===== config.mk =====
export PLATFORM = sky130hd
export DESIGN_NAME = inport_fifo_flat
export DESIGN_NICKNAME = d
export VERILOG_FILES = /design/src/rtl/inport_fifo_if.sv /design/src/rtl/inport_fifo.sv /design/src/flat_wrapper.sv
export SDC_FILE = /design/constraint.sdc
export NUM_CORES = 1
export LEC_CHECK = 0
export ABC_CLOCK_PERIOD_IN_PS = 2500
export CORE_MARGIN = 2
export CORE_UTILIZATION = 53
export CTS_CLUSTER_DIAMETER = 100
export DETAILED_ROUTE_END_ITERATION = 12
export PLACE_DENSITY_LB_ADDON = 0.25
export SKIP_LAST_GASP = 1
export SYNTH_ARGS = -nofsm -noshare
export SYNTH_HDL_FRONTEND = slang
export SYNTH_SLANG_ARGS = --single-unit

===== constraint.sdc =====
create_clock -name clk -period 2.5 [get_ports clk]
set_input_delay 0.25 -clock clk [delete_from_list [all_inputs] [get_ports clk]]
set_output_delay 0.25 -clock clk [all_outputs]
set_load 0.005 [all_outputs]

===== src/rtl/inport_fifo_if.sv =====
// Handshake and status bundle between a link-side producer and one inport_fifo instance.
// The slave modport is the FIFO side; the master modport is the upstream/arbiter side.
interface inport_fifo_if #(
  parameter int unsigned DATA_WIDTH = 32,
  parameter int unsigned ADDR_WIDTH = 2
);
  logic [DATA_WIDTH-1:0] data_in;
  logic                  wr_en;
  logic                  full;
  logic                  grant;
  logic [DATA_WIDTH-1:0] data_out;
  logic [2:0]            flit_id;
  logic [11:0]           length;
  logic                  req;
  logic                  empty;
  logic [ADDR_WIDTH:0]   count;
  logic                  proto_err;

  modport master (
    output data_in, wr_en, grant,
    input  full, data_out, flit_id, length, req, empty, count, proto_err
  );

  modport slave (
    input  data_in, wr_en, grant,
    output full, data_out, flit_id, length, req, empty, count, proto_err
  );
endinterface


===== src/rtl/inport_fifo.sv =====
// Router input-port buffer: framing check on write, show-ahead FIFO, request to the arbiter.
// Optional INPORT_PKT_HOLD_EN keeps req asserted across mid-packet underrun.
module inport_fifo #(
  parameter int unsigned DATA_WIDTH = 32,
  parameter int unsigned DEPTH      = 4,
  parameter int unsigned ADDR_WIDTH = 2
) (
  input logic        clk,
  input logic        rst,
  inport_fifo_if.slave bus
);

  localparam logic [2:0] IdHead = 3'b001;
  localparam logic [2:0] IdBody = 3'b010;
  localparam logic [2:0] IdTail = 3'b100;
  localparam logic [ADDR_WIDTH:0] CountFull = (ADDR_WIDTH + 1)'(DEPTH);

  typedef enum logic {WIdle, WPkt} wstate_e;

  logic [DATA_WIDTH-1:0] mem_q [DEPTH];
  logic [ADDR_WIDTH-1:0] wr_ptr_q, rd_ptr_q;
  logic [ADDR_WIDTH:0]   count_q, count_d;
  wstate_e               wstate_q, wstate_d;
  logic                  proto_err_q, proto_err_d;
  logic                  full, empty, accept, push, pop;
  logic [2:0]            in_id;
  logic [DATA_WIDTH-1:0] head;

  assign full   = (count_q == CountFull);
  assign empty  = (count_q == '0);
  assign accept = bus.wr_en && !full;
  assign pop    = bus.grant && !empty;
  assign in_id  = bus.data_in[2:0];
  assign head   = empty ? '0 : mem_q[rd_ptr_q];

  // Framing FSM: only legally sequenced flits are stored, the rest are dropped with a pulse.
  always_comb begin
    wstate_d    = wstate_q;
    push        = 1'b0;
    proto_err_d = 1'b0;
    if (accept) begin
      case (wstate_q)
        WIdle: begin
          if (in_id == IdHead) begin
            push     = 1'b1;
            wstate_d = WPkt;
          end else begin
            proto_err_d = 1'b1;
          end
        end
        WPkt: begin
          if (in_id == IdBody) begin
            push = 1'b1;
          end else if (in_id == IdTail) begin
            push     = 1'b1;
            wstate_d = WIdle;
          end else begin
            proto_err_d = 1'b1;
          end
        end
        default: wstate_d = WIdle;
      endcase
    end
  end

  always_comb begin
    count_d = count_q;
    case ({push, pop})
      2'b10:   count_d = count_q + 1'b1;
      2'b01:   count_d = count_q - 1'b1;
      default: count_d = count_q;
    endcase
  end

  always_ff @(posedge clk) begin
    if (rst) begin
      wr_ptr_q    <= '0;
      rd_ptr_q    <= '0;
      count_q     <= '0;
      wstate_q    <= WIdle;
      proto_err_q <= 1'b0;
    end else begin
      if (push) wr_ptr_q <= wr_ptr_q + 1'b1;
      if (pop)  rd_ptr_q <= rd_ptr_q + 1'b1;
      count_q     <= count_d;
      wstate_q    <= wstate_d;
      proto_err_q <= proto_err_d;
    end
  end

  // Storage needs no reset: the head is masked to zero while empty.
  always_ff @(posedge clk) begin
    if (push) mem_q[wr_ptr_q] <= bus.data_in;
  end

`ifdef INPORT_PKT_HOLD_EN
  typedef enum logic {RIdle, RPkt} rstate_e;

  rstate_e rstate_q, rstate_d;

  always_comb begin
    rstate_d = rstate_q;
    if (pop) begin
      case (rstate_q)
        RIdle:   if (head[2:0] == IdHead) rstate_d = RPkt;
        RPkt:    if (head[2:0] == IdTail) rstate_d = RIdle;
        default: rstate_d = RIdle;
      endcase
    end
  end

  always_ff @(posedge clk) begin
    if (rst) rstate_q <= RIdle;
    else     rstate_q <= rstate_d;
  end

  // Hold the request through an underrun so the arbiter stays on this packet.
  assign bus.req = !empty || (rstate_q == RPkt);
`else
  assign bus.req = !empty;
`endif

  assign bus.full      = full;
  assign bus.empty     = empty;
  assign bus.count     = count_q;
  assign bus.data_out  = head;
  assign bus.flit_id   = head[2:0];
  assign bus.length    = head[14:3];
  assign bus.proto_err = proto_err_q;

endmodule


===== src/flat_wrapper.sv =====
// flat-port wrapper written by rule: the top's interface ports become plain ports
module inport_fifo_flat 
#(
  parameter int unsigned DATA_WIDTH = 32,
  parameter int unsigned DEPTH      = 4,
  parameter int unsigned ADDR_WIDTH = 2
)
  (clk, rst, bus_data_in, bus_wr_en, bus_grant, bus_full, bus_data_out, bus_flit_id, bus_length, bus_req, bus_empty, bus_count, bus_proto_err);
  inport_fifo_if #(.DATA_WIDTH(DATA_WIDTH), .ADDR_WIDTH(ADDR_WIDTH)) bus_i ();
  input logic clk;
  input logic rst;
  input wire logic [$bits(bus_i.data_in)-1:0] bus_data_in;
  input wire logic [$bits(bus_i.wr_en)-1:0] bus_wr_en;
  input wire logic [$bits(bus_i.grant)-1:0] bus_grant;
  output wire logic [$bits(bus_i.full)-1:0] bus_full;
  output wire logic [$bits(bus_i.data_out)-1:0] bus_data_out;
  output wire logic [$bits(bus_i.flit_id)-1:0] bus_flit_id;
  output wire logic [$bits(bus_i.length)-1:0] bus_length;
  output wire logic [$bits(bus_i.req)-1:0] bus_req;
  output wire logic [$bits(bus_i.empty)-1:0] bus_empty;
  output wire logic [$bits(bus_i.count)-1:0] bus_count;
  output wire logic [$bits(bus_i.proto_err)-1:0] bus_proto_err;
  assign bus_i.data_in = bus_data_in;
  assign bus_i.wr_en = bus_wr_en;
  assign bus_i.grant = bus_grant;
  assign bus_full = bus_i.full;
  assign bus_data_out = bus_i.data_out;
  assign bus_flit_id = bus_i.flit_id;
  assign bus_length = bus_i.length;
  assign bus_req = bus_i.req;
  assign bus_empty = bus_i.empty;
  assign bus_count = bus_i.count;
  assign bus_proto_err = bus_i.proto_err;
  inport_fifo #(.DATA_WIDTH(DATA_WIDTH), .DEPTH(DEPTH), .ADDR_WIDTH(ADDR_WIDTH)) u_core (.clk(clk), .rst(rst), .bus(bus_i));
endmodule

==> out/qor.csv, run 1 <==
stage;metric;value;unit
status;outcome;completed;
die;overall die width;107;microns
global_routing;via count of the first global-routing pass;2940;
place;total of buffers placed on input and output ports;89;
synthesis;prevailing post-synth register cell;edfxtp_1;
die;I/O pin count;90;
synthesis;Mapped Cells;284;
synthesis;most numerous cell in the Yosys netlist;edfxtp_1;
power;worst voltage drop across the vdd grid;0.560;mV
critical_path;Worst EP arrival;2.24;ns
finish;share of cells above drive strength 1;0.268;
place;Routability Congestion;0.716;
finish;post-route non-filler standard cell count;546;
synthesis;unique cell type count in the Yosys netlist;33;
critical_path;Largest delay share family, worst path;buffers and inverters;
drt;wire length after detailed routing;10400;microns
place;total placed instance area;6690;sq um
cts;CTS Sinks;139;
finish;Fill cells;622;
critical_path;Cell Chain, Critical Path;buf_4 -> mux4_2 -> and2_1 -> clkdlybuf4s50_1;
sta;# setup viols final;0;
synthesis;most instantiated cells after synthesis;128 x edfxtp_1, 33 x and2_1, 32 x mux4_2, 15 x buf_4, 11 x dfxtp_1;
global_routing;pin count of the biggest net entering global routing;28;
drt;remaining routing DRC violations;0;
sta;final period demand of the worst path;2.49;ns
finish;layout-stage area growth over the synthesis result;32.9;%
min_path;beginning of the worst hold path;bus_data_in[25];
die;num rows;37;
power;Pleak;2.83;nW
cts;CTS H-tree depth;4;
min_path;Tightest Hold Check Type;in2reg;
cts;quantity of hold-fixing buffers added after cts;0;
power;Pwr Total;5.57;mW
critical_path;standard cell with the maximum stage delay on the critical path;mux4_2;
sta;highest achievable clock rate;402;MHz
sta;Pins Over Slew Limit;0;
synthesis;post-synthesis sequential area ratio;0.727;
finish;Multi-input gate area;1310;sq um
sta;final number of hold-violating endpoints;0;
sta;total negative setup slack;0;ns
critical_path;crit path launch type;flip-flop;
critical_path;longest individual stage delay on the worst path;0.48;ns
finish;post-route cell area;7430;sq um
place;estimated wirelength of the detail-placed design;5980;microns
sta;actual slew at the worst max-slew pin;0.400;ns
cts;clock tree from TritonCTS;built;
global_routing;wire length of the first global-routing pass;15500;microns
drt;vias;2914;
synthesis;largest cells by area after synthesis;edfxtp_1 69%, mux4_2 13%, dfxtp_1 3.9%, and2_1 3.7%, buf_4 2.0%;
global_routing;GR Overflow Total;0;
power;pwr/cell area;749;nW/um^2
finish;register area;4070;sq um
die;effective utilization at floorplan;0.544;
finish;net count reported at finish;442;
critical_path;CP Buf/Inv Count;2;
drt;Detailed Routing Iterations Pass 1;4;
critical_path;data required time of the worst path;2.25;ns
critical_path;origin of the critical flop-to-flop path;u_core.wstate_q;
die;area of the die;11400;sq um
global_routing;number of antenna violations at the first check in global routing;0;
critical_path;Critical Path End Type;output port;
sta;setup slack of the critical path after layout;0.00968;ns
die;Core Area;10300;sq um
place;number of placed instances, taps included;501;
sta;Fin Clk Skew;0.00593;ns
cts;clock tree buffer depth;2;
drt;routed length per instance;19.1;microns
cts;TritonCTS Buffers;17;
synthesis;Yosys Warn Count;0;
sta;hold slack;0.362;ns
synthesis;leading area contributor after synthesis;edfxtp_1;
drt;routed vias/inst;5.34;
sta;period utilisation layout;0.996;
drt;violation count after the first detailed-routing iteration;170;
synthesis;Mapped Nets;326;
synthesis;number of flops mapped to enable cells by yosys;128;
critical_path;Crit Path Category;reg2out;
critical_path;worst-path fanout max;6;
cts;clock root cell;clkbuf_8;
die;die extent in y;107;microns
finish;total inserted antenna cells;0;
synthesis;average size of a mapped cell;19.7;sq um
synthesis;post-synthesis async set-or-reset flop share;0;
global_routing;GRT Total Usage;0.191;
sta;relative max-transition margin;0.733;
finish;post-layout utilization of the core;0.723;
synthesis;area of the mapped netlist;5590;sq um
drt;number of antenna-violating nets in the routed design;0;
synthesis;number of synthesized register bits;139;
sta;unrepaired setup endpoints after global routing;true;
synthesis;area share of the largest cell type after synthesis;0.687;
place;Placement Setup Slack;-0.108;ns
cts;clock slew at the register clock pins of the worst setup and hold paths;0.06;ns
job;max-cap viol count;0;
cts;clock latency reported for the late side of the worst-skew pair;0.52;ns
final timing paths:
check	to	slack, ns	cells after the start
min reg2reg	u_core.bus.count[2]	0.54	2
max	bus_data_out[13]	0.01	4
max reg2reg	u_core.bus.count[2]	0.32	10
min	u_core.mem_q[1][25]	0.36	1
registers in the layout, summed over array words and instances, names as in the netlist, named ones only:
name,cells
u_core.wstate_q,1
u_core.bus.proto_err,1
u_core.wr_ptr_q,2
u_core.mem_q,128
u_core.bus.count,3
u_core.rd_ptr_q,2
layout by cell type, fill, tap and decap left out, types with 4 or more instances in the layout:
| cell type | instances |
|---|---|
| clkdlybuf4s50_1 | 67 |
| buf_4 | 27 |
| nor2_1 | 8 |
| and2_1 | 32 |
| edfxtp_1 | 128 |
| clkinv_2 | 4 |
| buf_12 | 7 |
| mux4_2 | 32 |
| ha_1 | 5 |
| dfxtp_1 | 9 |
| and3_2 | 4 |
| dlymetal6s2s_1 | 22 |
| clkbuf_16 | 17 |
| inv_1 | 7 |
layout make-up:
type	instances	share of cell area
Clock inverter	11	0.0143
Timing Repair Buffer	125	0.179
Sequential cell	139	0.548
Tap cell	136	0.0229
Inverter	7	0.00354
Multi-Input combinational cell	110	0.176
Clock buffer	18	0.0562
kinds of logic after synthesis:
group,share of synthesized area
XOR/XNOR,0.00918
adder cells (fa/ha/maj),0.0148
flip-flops,0.727
AO/OA/AOI/OAI,0.0141
multiplexers,0.129
AND/OR/NAND/NOR,0.0662
buffers and inverters,0.0401
routing by layer:
layer | global-route usage | vias up | wire length [microns]
met5 | 0 | - | 0
met4 | 0.0807 | 0 | 229
met3 | 0.0602 | 24 | 603
met2 | 0.326 | 99 | 5500
met1 | 0.224 | 1466 | 4080
li1 | - | 1325 | -
where the power goes:
| part | switching [mW] | internal (mW) | leakage (nW) |
|---|---|---|---|
| registers | 0.0231 | 2.56 | 1.24 |
| logic | 0.277 | 0.471 | 1.34 |
| clock network | 0.855 | 1.38 | 0.254 |
| total | 1.16 | 4.41 | 2.83 |
repair_timing:
action	CTS	global route
resized for setup	3	25
setup endpoints to repair	40	43
cloned	1	1
pin swaps	0	0
setup buffers	3	12
(Power assumes the default switching activity.)
==> run 2: changes to the inputs <==
- CORE_MARGIN: 2 -> 1.5
==> run 2 against run 1 <==
Net effect: worst setup slack gained 0.029 ns; sequential power about the same; global-route usage rose by 0.81 points; register-to-register slack gained 0.03 ns; critical path type unchanged.
==> out/qor.csv, run 2 (synthesized netlist as in run 1, its figures left out) <==
stage;metric;value;unit
job;max-cap viol count;0;
cts;clock tree buffer depth;2;
global_routing;GR Overflow Total;0;
place;Placement Setup Slack;-0.0722;ns
finish;net count reported at finish;450;
critical_path;Cell Chain, Critical Path;buf_16 -> mux4_2 -> and2_1 -> clkdlybuf4s50_1;
finish;Biggest register;u_core.mem_q;
die;die extent in y;106;microns
die;overall die width;106;microns
sta;unrepaired setup endpoints after global routing;true;
drt;Detailed Routing Iterations Pass 1;6;
power;Pleak;3.13;nW
finish;highest-count cells in the layout ignoring fill and taps;128 x edfxtp_1, 43 x clkdlybuf4s50_1, 32 x mux4_2, 32 x buf_4, 28 x dlymetal6s2s_1;
power;worst voltage drop across the vdd grid;0.576;mV
place;number of placed instances, taps included;500;
sta;# setup viols final;0;
place;Routability Congestion;0.738;
critical_path;longest individual stage delay on the worst path;0.47;ns
drt;violation count after the first detailed-routing iteration;102;
critical_path;crit path launch type;flip-flop;
sta;relative max-transition margin;0.737;
critical_path;worst r2r dst;u_core.bus.count[2];
die;num rows;37;
sta;final period demand of the worst path;2.46;ns
global_routing;pin count of the biggest net entering global routing;36;
finish;share of cells above drive strength 1;0.304;
finish;total inserted antenna cells;0;
drt;wire length after detailed routing;10300;microns
sta;Pins Over Slew Limit;0;
sta;period utilisation layout;0.985;
cts;CTS H-tree depth;4;
critical_path;setup slack, reg-to-reg;0.35;ns
cts;CTS Sinks;139;
sta;actual slew at the worst max-slew pin;0.393;ns
critical_path;Worst EP arrival;2.21;ns
drt;number of antenna-violating nets in the routed design;0;
cts;clock root cell;clkbuf_8;
place;total of buffers placed on input and output ports;89;
power;pwr/cell area;778;nW/um^2
min_path;Tightest Hold Check Type;in2reg;
sta;setup slack of the critical path after layout;0.0386;ns
die;I/O pin count;90;
drt;WL met2;5470;microns
critical_path;end point of the critical path;bus_data_out[10];
critical_path;Crit Path Category;reg2out;
global_routing;number of antenna violations at the first check in global routing;0;
sta;highest achievable clock rate;406;MHz
global_routing;wire length of the first global-routing pass;15900;microns
die;area of the die;11200;sq um
sta;final number of hold-violating endpoints;0;
critical_path;Worst Reg2Reg Path Length in Cells;10;
critical_path;Critical Path End Type;output port;
cts;clock slew at the register clock pins of the worst setup and hold paths;0.06;ns
finish;post-route non-filler standard cell count;557;
finish;layout-stage area growth over the synthesis result;36.7;%
place;estimated wirelength of the detail-placed design;5840;microns
drt;routed vias/inst;5.20;
drt;Highest Signal Layer;met4;
critical_path;origin of the critical flop-to-flop path;u_core.wstate_q;
drt;total length of routed met3 wires;532;microns
cts;clock latency reported for the late side of the worst-skew pair;0.52;ns
drt;routed length per instance;18.6;microns
critical_path;data required time of the worst path;2.25;ns
cts;TritonCTS Buffers;17;
die;Core Area;10300;sq um
cts;clock tree from TritonCTS;built;
drt;remaining routing DRC violations;0;
drt;Routed met1 length;4180;microns
critical_path;worst-path fanout max;7;
status;outcome;completed;
finish;number of flip-flops under the largest register name;128;
die;effective utilization at floorplan;0.544;
finish;leading cell type in the layout, fill and taps excluded;edfxtp_1;
global_routing;GRT Total Usage;0.199;
global_routing;via count of the first global-routing pass;3052;
critical_path;standard cell with the maximum stage delay on the critical path;mux4_2;
drt;vias;2897;
sta;Fin Clk Skew;0.00535;ns
run 2: cell count changes in the layout (fill, tap and decap cells not counted), sizes merged:
cell,previous run,this run
buf,35,43
dlymetal6s2s,22,28
bufinv,2,5
clkdlybuf4s50,67,43
dlygate4sd2,0,18
run 2: what timing repair did:
action,4_1_cts,5_1_grt
gates resized for setup,27,31
hold buffers,0,0
buffers inserted,6,16
gates cloned,2,1
setup endpoints to repair,47,31
run 2: area by class of cell:
type	instances	area (sq um)
multi-input cells	110	1330
repair buffers	133	1430
inverters	7	26.3
fillers	625	2630
clock inverters	14	201
clock buffers	18	418
flip-flops and latches	139	4070
well taps	136	170
run 2: how the worst min path moves through the flow:
stage | start | endpoint | cells past startpoint
6_report | bus_data_in[26] | u_core.mem_q[2][26] | 1
5_1_grt | bus_data_in[25] | u_core.mem_q[0][25] | 1
4_1_cts | bus_data_in[26] | u_core.mem_q[2][26] | 1
3_5_place_dp | u_core.bus.count[2] | u_core.bus.count[2] | 2
3_3_place_gp | u_core.rd_ptr_q[1] | flip-flop | 2
2_1_floorplan | bus_data_in[0] | u_core.mem_q[0][0] | 0
run 2: through the flow:
step / hold slack (ns) / TNS (ns) / total power, mW / instance area (sq um) / utilization
floorplan: 0.349 / 0 / 2.98 / 5590 / -
global placement: 0.505 / -0.0135 / 3.30 / 6710 / 0.652
detailed placement: 0.525 / -0.0722 / 3.32 / 6710 / 0.652
CTS: 0.338 / -1.32 / 5.94 / 7420 / 0.722
global route: 0.367 / -0.0604 / 6.15 / 7640 / 0.744
finish: 0.356 / 0 / 5.95 / 7640 / 0.744
run 2: power breakdown:
group	internal [mW]	total, mW	switching [mW]
logic	0.479	0.764	0.285
clock network	1.70	2.59	0.887
registers	2.56	2.59	0.0259
run 2: per-layer routing:
| layer | vias to the layer above | GRT usage |
|---|---|---|
| met5 | - | 0 |
| met4 | 0 | 0.0792 |
| met3 | 14 | 0.0575 |
| met2 | 78 | 0.334 |
| met1 | 1463 | 0.244 |
| li1 | 1342 | - |
run 2: worst max-delay path: cells and delay by family (launching register included):
kind / cells / cell delay (ns)
buffers and inverters: 2 / 0.59
AND/OR/NAND/NOR: 1 / 0.17
multiplexers: 1 / 0.47
flip-flops: 1 / 0.45
